$ cat src/rtl/wcap_pkg.sv
// Shared types and sizing for the waveform capture block.
// Latency: n/a (types only). Backpressure: n/a.
// Provides state encoding, sample type and default geometry.
package wcap_pkg;

    localparam int WCAP_DATA_W = 8;
    localparam int WCAP_ADDR_W = 8;
    localparam int WCAP_DEPTH  = 256;

    typedef enum logic [1:0] {
        IDLE,
        ARMED,
        CAPTURE,
        DONE
    } wcap_state_t;

    typedef logic [WCAP_DATA_W-1:0] sample_t;

endpackage

$ cat src/rtl/wcap_if.sv
// Sample stream interface feeding the capture block.
// Latency: n/a (wires only). Backpressure: s_ready driven by the sink.
// master = sample source, slave = capture block.
interface wcap_if
    import wcap_pkg::*;
#(
    parameter int DATA_W = WCAP_DATA_W
);
    logic              s_valid;
    logic [DATA_W-1:0] s_data;
    logic              s_ready;

    modport master (output s_valid, output s_data, input  s_ready);
    modport slave  (input  s_valid, input  s_data, output s_ready);
endinterface

$ cat src/rtl/wcap_ram.sv
// Simple dual-port capture buffer, one write port and one registered read port.
// Latency: 1 cycle read. Backpressure: none, accepts a write every cycle.
// A read and a write to the same address in one cycle return the old word.
module wcap_ram
    import wcap_pkg::*;
#(
    parameter int DATA_W = WCAP_DATA_W,
    parameter int ADDR_W = WCAP_ADDR_W
) (
    input  logic              clk,
    input  logic              rst_n,
    input  logic              we,
    input  logic [ADDR_W-1:0] waddr,
    input  logic [DATA_W-1:0] wdata,
    input  logic [ADDR_W-1:0] raddr,
    output logic [DATA_W-1:0] rdata
);

    (* ramstyle = "M9K", romstyle = "M9K" *)
    logic [DATA_W-1:0] mem [2**ADDR_W];

    always_ff @(posedge clk) begin
        if (we) begin
            mem[waddr] <= wdata;
        end
    end

    // Nonblocking update of mem gives read-before-write on a collision.
    always_ff @(posedge clk or negedge rst_n) begin
        if (!rst_n) begin
            rdata <= '0;
        end else begin
            rdata <= mem[raddr];
        end
    end

endmodule

$ cat src/rtl/waveform_capture.sv
// Armed rising-level trigger capture of DEPTH samples into a readback buffer; WCAP_DECIM_EN adds decimation.
// Latency: sample written on its accept edge; readback 1 cycle.
// Backpressure: s_ready low only in DONE, stalling the source until re-arm or abort.
module waveform_capture
    import wcap_pkg::*;
#(
    parameter int DATA_W = WCAP_DATA_W,
    parameter int ADDR_W = WCAP_ADDR_W,
    parameter int DEPTH  = WCAP_DEPTH
) (
    input  logic              clk,
    input  logic              nReset,
    input  logic              arm,
    input  logic              abort,
    input  logic [DATA_W-1:0] trig_level,
`ifdef WCAP_DECIM_EN
    input  logic [3:0]        decim,
`endif
    wcap_if.slave             s,
    output logic              busy,
    output logic              done,
    output logic [ADDR_W:0]   wr_count,
    input  logic [ADDR_W-1:0] rd_addr,
    output logic [DATA_W-1:0] rd_data
);

    localparam logic [ADDR_W:0] LAST_CNT = (ADDR_W+1)'(DEPTH - 1);

    wcap_state_t       state;
    wcap_state_t       state_nxt;
    logic              accept;
    logic              trigger;
    logic              capture_wr;
    logic              last_wr;
    logic              arm_clr;
    logic              we;
    logic [ADDR_W-1:0] waddr;
    logic [DATA_W-1:0] prev_sample;
    logic              prev_valid;

    assign accept  = s.s_valid && s.s_ready;
    assign trigger = (state == ARMED) && accept && prev_valid &&
                     (prev_sample < trig_level) && (s.s_data >= trig_level);
    assign arm_clr = arm && ((state == IDLE) || (state == DONE));

`ifdef WCAP_DECIM_EN
    logic [3:0] skip_cnt;

    // Trigger sample is phase 0; every (decim+1)th accepted sample after it is kept.
    assign capture_wr = (state == CAPTURE) && accept && (skip_cnt == decim);

    always_ff @(posedge clk or negedge nReset) begin
        if (!nReset) begin
            skip_cnt <= '0;
        end else if (trigger) begin
            skip_cnt <= '0;
        end else if ((state == CAPTURE) && accept) begin
            skip_cnt <= (skip_cnt == decim) ? 4'd0 : skip_cnt + 4'd1;
        end
    end
`else
    assign capture_wr = (state == CAPTURE) && accept;
`endif

    assign last_wr = capture_wr && (wr_count == LAST_CNT);
    assign we      = !abort && (trigger || capture_wr);
    assign waddr   = trigger ? '0 : wr_count[ADDR_W-1:0];

    always_ff @(posedge clk or negedge nReset) begin
        if (!nReset) begin
            state <= IDLE;
        end else begin
            state <= state_nxt;
        end
    end

    always_comb begin
        state_nxt = state;
        if (abort) begin
            state_nxt = IDLE;
        end else begin
            case (state)
                IDLE:    if (arm)     state_nxt = ARMED;
                ARMED:   if (trigger) state_nxt = CAPTURE;
                CAPTURE: if (last_wr) state_nxt = DONE;
                DONE:    if (arm)     state_nxt = ARMED;
                default:              state_nxt = IDLE;
            endcase
        end
    end

    always_comb begin
        s.s_ready = (state != DONE);
        busy      = (state == ARMED) || (state == CAPTURE);
        done      = (state == DONE);
    end

    // abort freezes the counters so the partial capture length stays visible.
    always_ff @(posedge clk or negedge nReset) begin
        if (!nReset) begin
            wr_count    <= '0;
            prev_valid  <= 1'b0;
            prev_sample <= '0;
        end else if (!abort) begin
            if (arm_clr) begin
                wr_count   <= '0;
                prev_valid <= 1'b0;
            end else if (trigger) begin
                wr_count <= (ADDR_W+1)'(1);
            end else if (capture_wr) begin
                wr_count <= wr_count + 1'b1;
            end
            if ((state == ARMED) && accept) begin
                prev_sample <= s.s_data;
                prev_valid  <= 1'b1;
            end
        end
    end

    wcap_ram #(
        .DATA_W (DATA_W),
        .ADDR_W (ADDR_W)
    ) u_ram (
        .clk   (clk),
        .rst_n (nReset),
        .we    (we),
        .waddr (waddr),
        .wdata (s.s_data),
        .raddr (rd_addr),
        .rdata (rd_data)
    );

endmodule
$ cat src/flat_wrapper.sv
// flat-port wrapper written by rule: the top's interface ports become plain ports
module waveform_capture_flat import wcap_pkg::*;
#(
    parameter int DATA_W = WCAP_DATA_W,
    parameter int ADDR_W = WCAP_ADDR_W,
    parameter int DEPTH  = WCAP_DEPTH
)
  (clk, nReset, arm, abort, trig_level, busy, done, wr_count, rd_addr, rd_data, s_s_valid, s_s_data, s_s_ready);
  wcap_if #(.DATA_W(DATA_W)) s_i ();
  input  logic clk;
  input  logic nReset;
  input  logic arm;
  input  logic abort;
  input  logic [DATA_W-1:0] trig_level;
  output logic busy;
  output logic done;
  output logic [ADDR_W:0] wr_count;
  input  logic [ADDR_W-1:0] rd_addr;
  output logic [DATA_W-1:0] rd_data;
  input wire logic [$bits(s_i.s_valid)-1:0] s_s_valid;
  input wire logic [$bits(s_i.s_data)-1:0] s_s_data;
  output wire logic [$bits(s_i.s_ready)-1:0] s_s_ready;
  assign s_i.s_valid = s_s_valid;
  assign s_i.s_data = s_s_data;
  assign s_s_ready = s_i.s_ready;
  waveform_capture #(.DATA_W(DATA_W), .ADDR_W(ADDR_W), .DEPTH(DEPTH)) u_core (.clk(clk), .nReset(nReset), .arm(arm), .abort(abort), .trig_level(trig_level), .s(s_i), .busy(busy), .done(done), .wr_count(wr_count), .rd_addr(rd_addr), .rd_data(rd_data));
endmodule
$ cat config.mk
export PLATFORM = sky130hd
export DESIGN_NAME = waveform_capture_flat
export DESIGN_NICKNAME = d
export VERILOG_FILES = /design/src/rtl/wcap_pkg.sv /design/src/rtl/wcap_if.sv /design/src/rtl/wcap_ram.sv /design/src/rtl/waveform_capture.sv /design/src/flat_wrapper.sv
export SDC_FILE = /design/constraint.sdc
export NUM_CORES = 2
export LEC_CHECK = 0
export CAP_MARGIN = 10
export CORE_UTILIZATION = 50
export DETAILED_ROUTE_END_ITERATION = 8
export DONT_BUFFER_PORTS = 1
export PLACE_DENSITY = 0.7
export SLEW_MARGIN = 20
export SYNTH_ARGS = -nofsm -noshare
export SYNTH_HDL_FRONTEND = slang
export SYNTH_SLANG_ARGS = --single-unit
$ cat constraint.sdc
create_clock -name clk -period 3.2 [get_ports clk]
set_input_delay 0.48 -clock clk [delete_from_list [all_inputs] [get_ports clk]]
set_output_delay 0.48 -clock clk [all_outputs]
set_load 0.005 [all_outputs]
==> impl_metrics.ini <==
[placed_design]
place.detailed.hpwl_mm = 110
gp_congestion = 0.895
portBuffers = 0
dp_cells = 6214

[power]
switchingPower_mw = 11.9
p_int_mw = 43.9
sw_frac_of_total = 0.214
p_per_area_nw_per_um2 = 596
ir_worst_vdd_v = 0.000521
combPwrFrac = 0.055
seqPwrFrac = 0.539
p_leak_nw = 29.9
clockPowerShare = 0.406

[die]
fp.dieH_um = 405
rows = 147
die_area_um2 = 164000
ios = 49
die_w_um = 405
start_util = 0.504
core_um2 = 161000

[clocking]
htreeDepth = 4
clock-sinks = 2076
insertion_delay_ns = 0.83
cts_tree = done
cts_buffers = 200
cts-root-buf = clkbuf_16
clk_pin_slew_ns = 0.06
post-cts-setup-buffers = 0
cts_buffer_depth = 3

[route]
wire_per_inst_um = 31.4
viasPerCell = 6.28
final_antenna_net_count = 0
firstDrtPassIters = 6
wl_mm = 208
vias = 41600
drtIter0Drc = 6072
drc = 0

[timing]
rsz0062_at_grt = false
setup_ws_ns = -0.447
worst_pin_slew_ns = 2.27
finalClockSkew_ns = 0.0211
fmax_ghz = 0.274
post-route-min-period_ns = 3.65
setup_violations = 6
hold_violations = 0
whs_ns = 0.0645
slew_headroom = -0.510
period_share = 1.14
maxSlewViolCount = 307

[critical_path]
crit_type = input port to register
crit_slowest_cell = mux4_2
cp-end-kind = register
path_cells = mux4_2, mux2i_1, o211ai_1, nor3_1, nor4_1
crit_buf_inv = 0
critical-path-top-delay-family = multiplexers
crit_fanout = 513
start_kind = input port
critPathArrivalTime_ns = 4.28
cp.required_ns = 3.83
critPathMaxStageDelay_ns = 1.25

[synthesis]
ys_seq_area_frac = 0.766
synth_edf_count = 2048
ys_seq_elements = 2076
syn_area_um2 = 81200
yosys_warnings = 0
netlist_instances = 3827
synth_nets = 3877
synth_area_per_cell_um2 = 21.2
synth_cell_types = 59
ys_async_sr_fraction = 0.0135
ys.flop_type = edfxtp_1

[global_routing]
grt_pass1_vias = 41000
track_usage = 0.246
overflow = 0
antenna_found_initial = 13
grt_first_pass_wirelength_mm = 289
grt_start_max_net_pins = 514

[worst_hold_path]
hold_class = input port to register

[cells_and_area]
area_growth_pct = 15.3
fin_nets = 4349
fillers = 11400
fin_cells = 6629
drive_gt1_frac = 0.296

[job]
maxCapViolCount = 0

[status]
failed_checks = max-slew violations, negative setup slack
status = finished, violations left
## path summary, 6_finish.rpt
check	start	slack [ns]	endpoint	cells past startpoint
max	rd_addr[1]	-0.45	u_core.u_ram.rdata[5]	5
min	abort	0.06	u_core.prev_sample[7]	2
max reg2reg	u_core.u_ram.mem[187][6]	0.06	u_core.u_ram.rdata[6]	7
min reg2reg	u_core.prev_valid	0.51	u_core.prev_valid	2
max in group asynchronous	nReset	2.86	u_core.u_ram.rdata[2]	2
min in group asynchronous	nReset	0.12	u_core.wr_count[8]	2
## metal layers
| metal | GRT usage | vias to the layer above | share of wire |
|---|---|---|---|
| met2 | 0.387 | 2326 | 0.48 |
| li1 | - | 17000 | - |
| met5 | 0 | - | 0.000038 |
| met4 | 0.0797 | 2 | 0.031 |
| met1 | 0.353 | 21900 | 0.39 |
| met3 | 0.0451 | 361 | 0.096 |
## cell families (layout without fill, tap and decap cells)
kind of cell | count (synthesis) | in the layout | share of synthesized area
adders and majority gates | 21 | 21 | 0.00324
muxes | 620 | 620 | 0.155
other | 0 | 2 | 0
buffers and inverters | 253 | 893 | 0.0179
and+or+nand+nor | 547 | 547 | 0.0312
AOI/OAI and AO/OA | 310 | 310 | 0.0268
DFF | 2076 | 2076 | 0.766
## registers in the layout, summed over array words and instances (netlist names)
register,cells
u_core.u_ram.mem,2048
u_core.wr_count,9
u_core.prev_sample,8
u_core.u_ram.rdata,8
u_core.state,2
u_core.prev_valid,1
## worst register-to-register path, delay by kind of cell (launching register included)
kind,cells,cell delay (ns)
and+or+nand+nor,2,0.89
AOI/OAI and AO/OA,2,0.52
muxes,2,1.05
buffers and inverters,1,0.18
DFF,1,0.42
## placed cells by master (no fill, tap or decap), types with 8 or more instances in the layout
cell type / n
nor3_2: 10
nand2_1: 69
o2111ai_1: 13
a22oi_1: 64
o31ai_1: 11
or3_1: 11
mux2_2: 14
mux2i_1: 100
a221oi_1: 9
clkbuf_16: 211
buf_12: 24
clkinv_2: 31
a31oi_1: 23
nor2_1: 238
edfxtp_1: 2048
nor2b_1: 31
clkinv_1: 52
buf_4: 433
nor3b_1: 14
a21o_1: 12
nor2_2: 25
mux4_2: 506
nand4_1: 17
nor4_1: 23
buf_16: 21
a22o_1: 9
o22ai_1: 42
nand3_1: 28
dlygate4sd3_1: 11
a211oi_1: 36
inv_1: 24
nor3_1: 45
bufinv_16: 12
nand2b_1: 8
a21oi_1: 30
o21ai_0: 22
clkbuf_1: 53
o211ai_1: 18
ha_1: 21
dfrtp_1: 28
## synth_stat cells, types with 3 or more instances
library cell / count / area share
a211oi_1: 37 / 0.0034
a21o_1: 12 / 0.0011
a21oi_1: 30 / 0.0018
a221oi_1: 9 / 0.00097
a22o_1: 9 / 0.00097
a22oi_1: 64 / 0.0059
a31oi_1: 24 / 0.0018
and2_1: 3 / 0.00023
and3_1: 6 / 0.00046
buf_1: 10 / 0.00046
buf_2: 69 / 0.0043
buf_4: 27 / 0.0025
buf_6: 33 / 0.0046
buf_8: 3 / 0.00055
clkbuf_1: 85 / 0.0039
dfrtp_1: 28 / 0.0086
edfxtp_1: 2048 / 0.76
ha_1: 21 / 0.0032
inv_1: 24 / 0.0011
mux2_2: 14 / 0.0019
mux2i_1: 100 / 0.012
mux4_2: 506 / 0.14
nand2_1: 69 / 0.0032
nand2b_1: 8 / 0.00062
nand3_1: 28 / 0.0017
nand4_1: 17 / 0.0013
nor2_1: 262 / 0.012
nor2b_1: 32 / 0.0025
nor3_1: 55 / 0.0034
nor3b_1: 15 / 0.0014
nor4_1: 25 / 0.0019
o2111ai_1: 13 / 0.0014
o211ai_1: 18 / 0.0017
o21ai_0: 22 / 0.0014
o221ai_1: 7 / 0.00076
o22ai_1: 42 / 0.0032
o31ai_1: 11 / 0.0010
or2_1: 4 / 0.00031
or3_1: 11 / 0.00085
## power groups by stage
stage	clock network [mW]	logic (mW)	registers, mW
2_1_floorplan	0	1.75	30.6
6_report	22.7	3.06	30.1
5_1_grt	23.9	3.18	30.1
3_5_place_dp	0	2.10	30.6
4_1_cts	22.9	2.44	30.1
3_3_place_gp	0	2.08	30.6
## through the flow
| stage | power (mW) | setup TNS, ns | utilization | instance area [µm²] | worst slack, ns |
|---|---|---|---|---|---|
| after floorplan | 32.3 | -10.34 | - | 81300 | -0.259 |
| after global placement | 32.7 | -480.75 | 0.536 | 86300 | -0.455 |
| after detailed placement | 32.7 | -375.09 | 0.536 | 86300 | -0.435 |
| after CTS | 55.4 | 0 | 0.577 | 92900 | 0.0704 |
| after global routing | 57.1 | 0 | 0.581 | 93600 | 0.00525 |
| final | 55.8 | -1.55 | 0.581 | 93600 | -0.447 |
## timing repair
| action | in CTS | in global routing |
|---|---|---|
| setup endpoints to repair | 16 | 51 |
| hold endpoints to repair | 1791 | 486 |
| hold buffers | 17 | 12 |
| resized for setup | 2 | 9 |
| gates cloned | 0 | 9 |
## layout make-up
| cell class | instances | area [µm²] | share of cell area |
|---|---|---|---|
| Sequential cell | 2076 | 62200 | 0.665 |
| Multi-Input combinational cell | 1498 | 17700 | 0.189 |
| Clock buffer | 257 | 5280 | 0.0564 |
| Timing Repair Buffer | 499 | 4660 | 0.0498 |
| Tap cell | 2160 | 2700 | 0.0289 |
| Clock inverter | 113 | 955 | 0.0102 |
| Inverter | 24 | 90.1 | 0.000963 |
| Antenna cell | 2 | 5.00 | 0.0000535 |
Note: power is estimated with default switching activity, not from simulation.
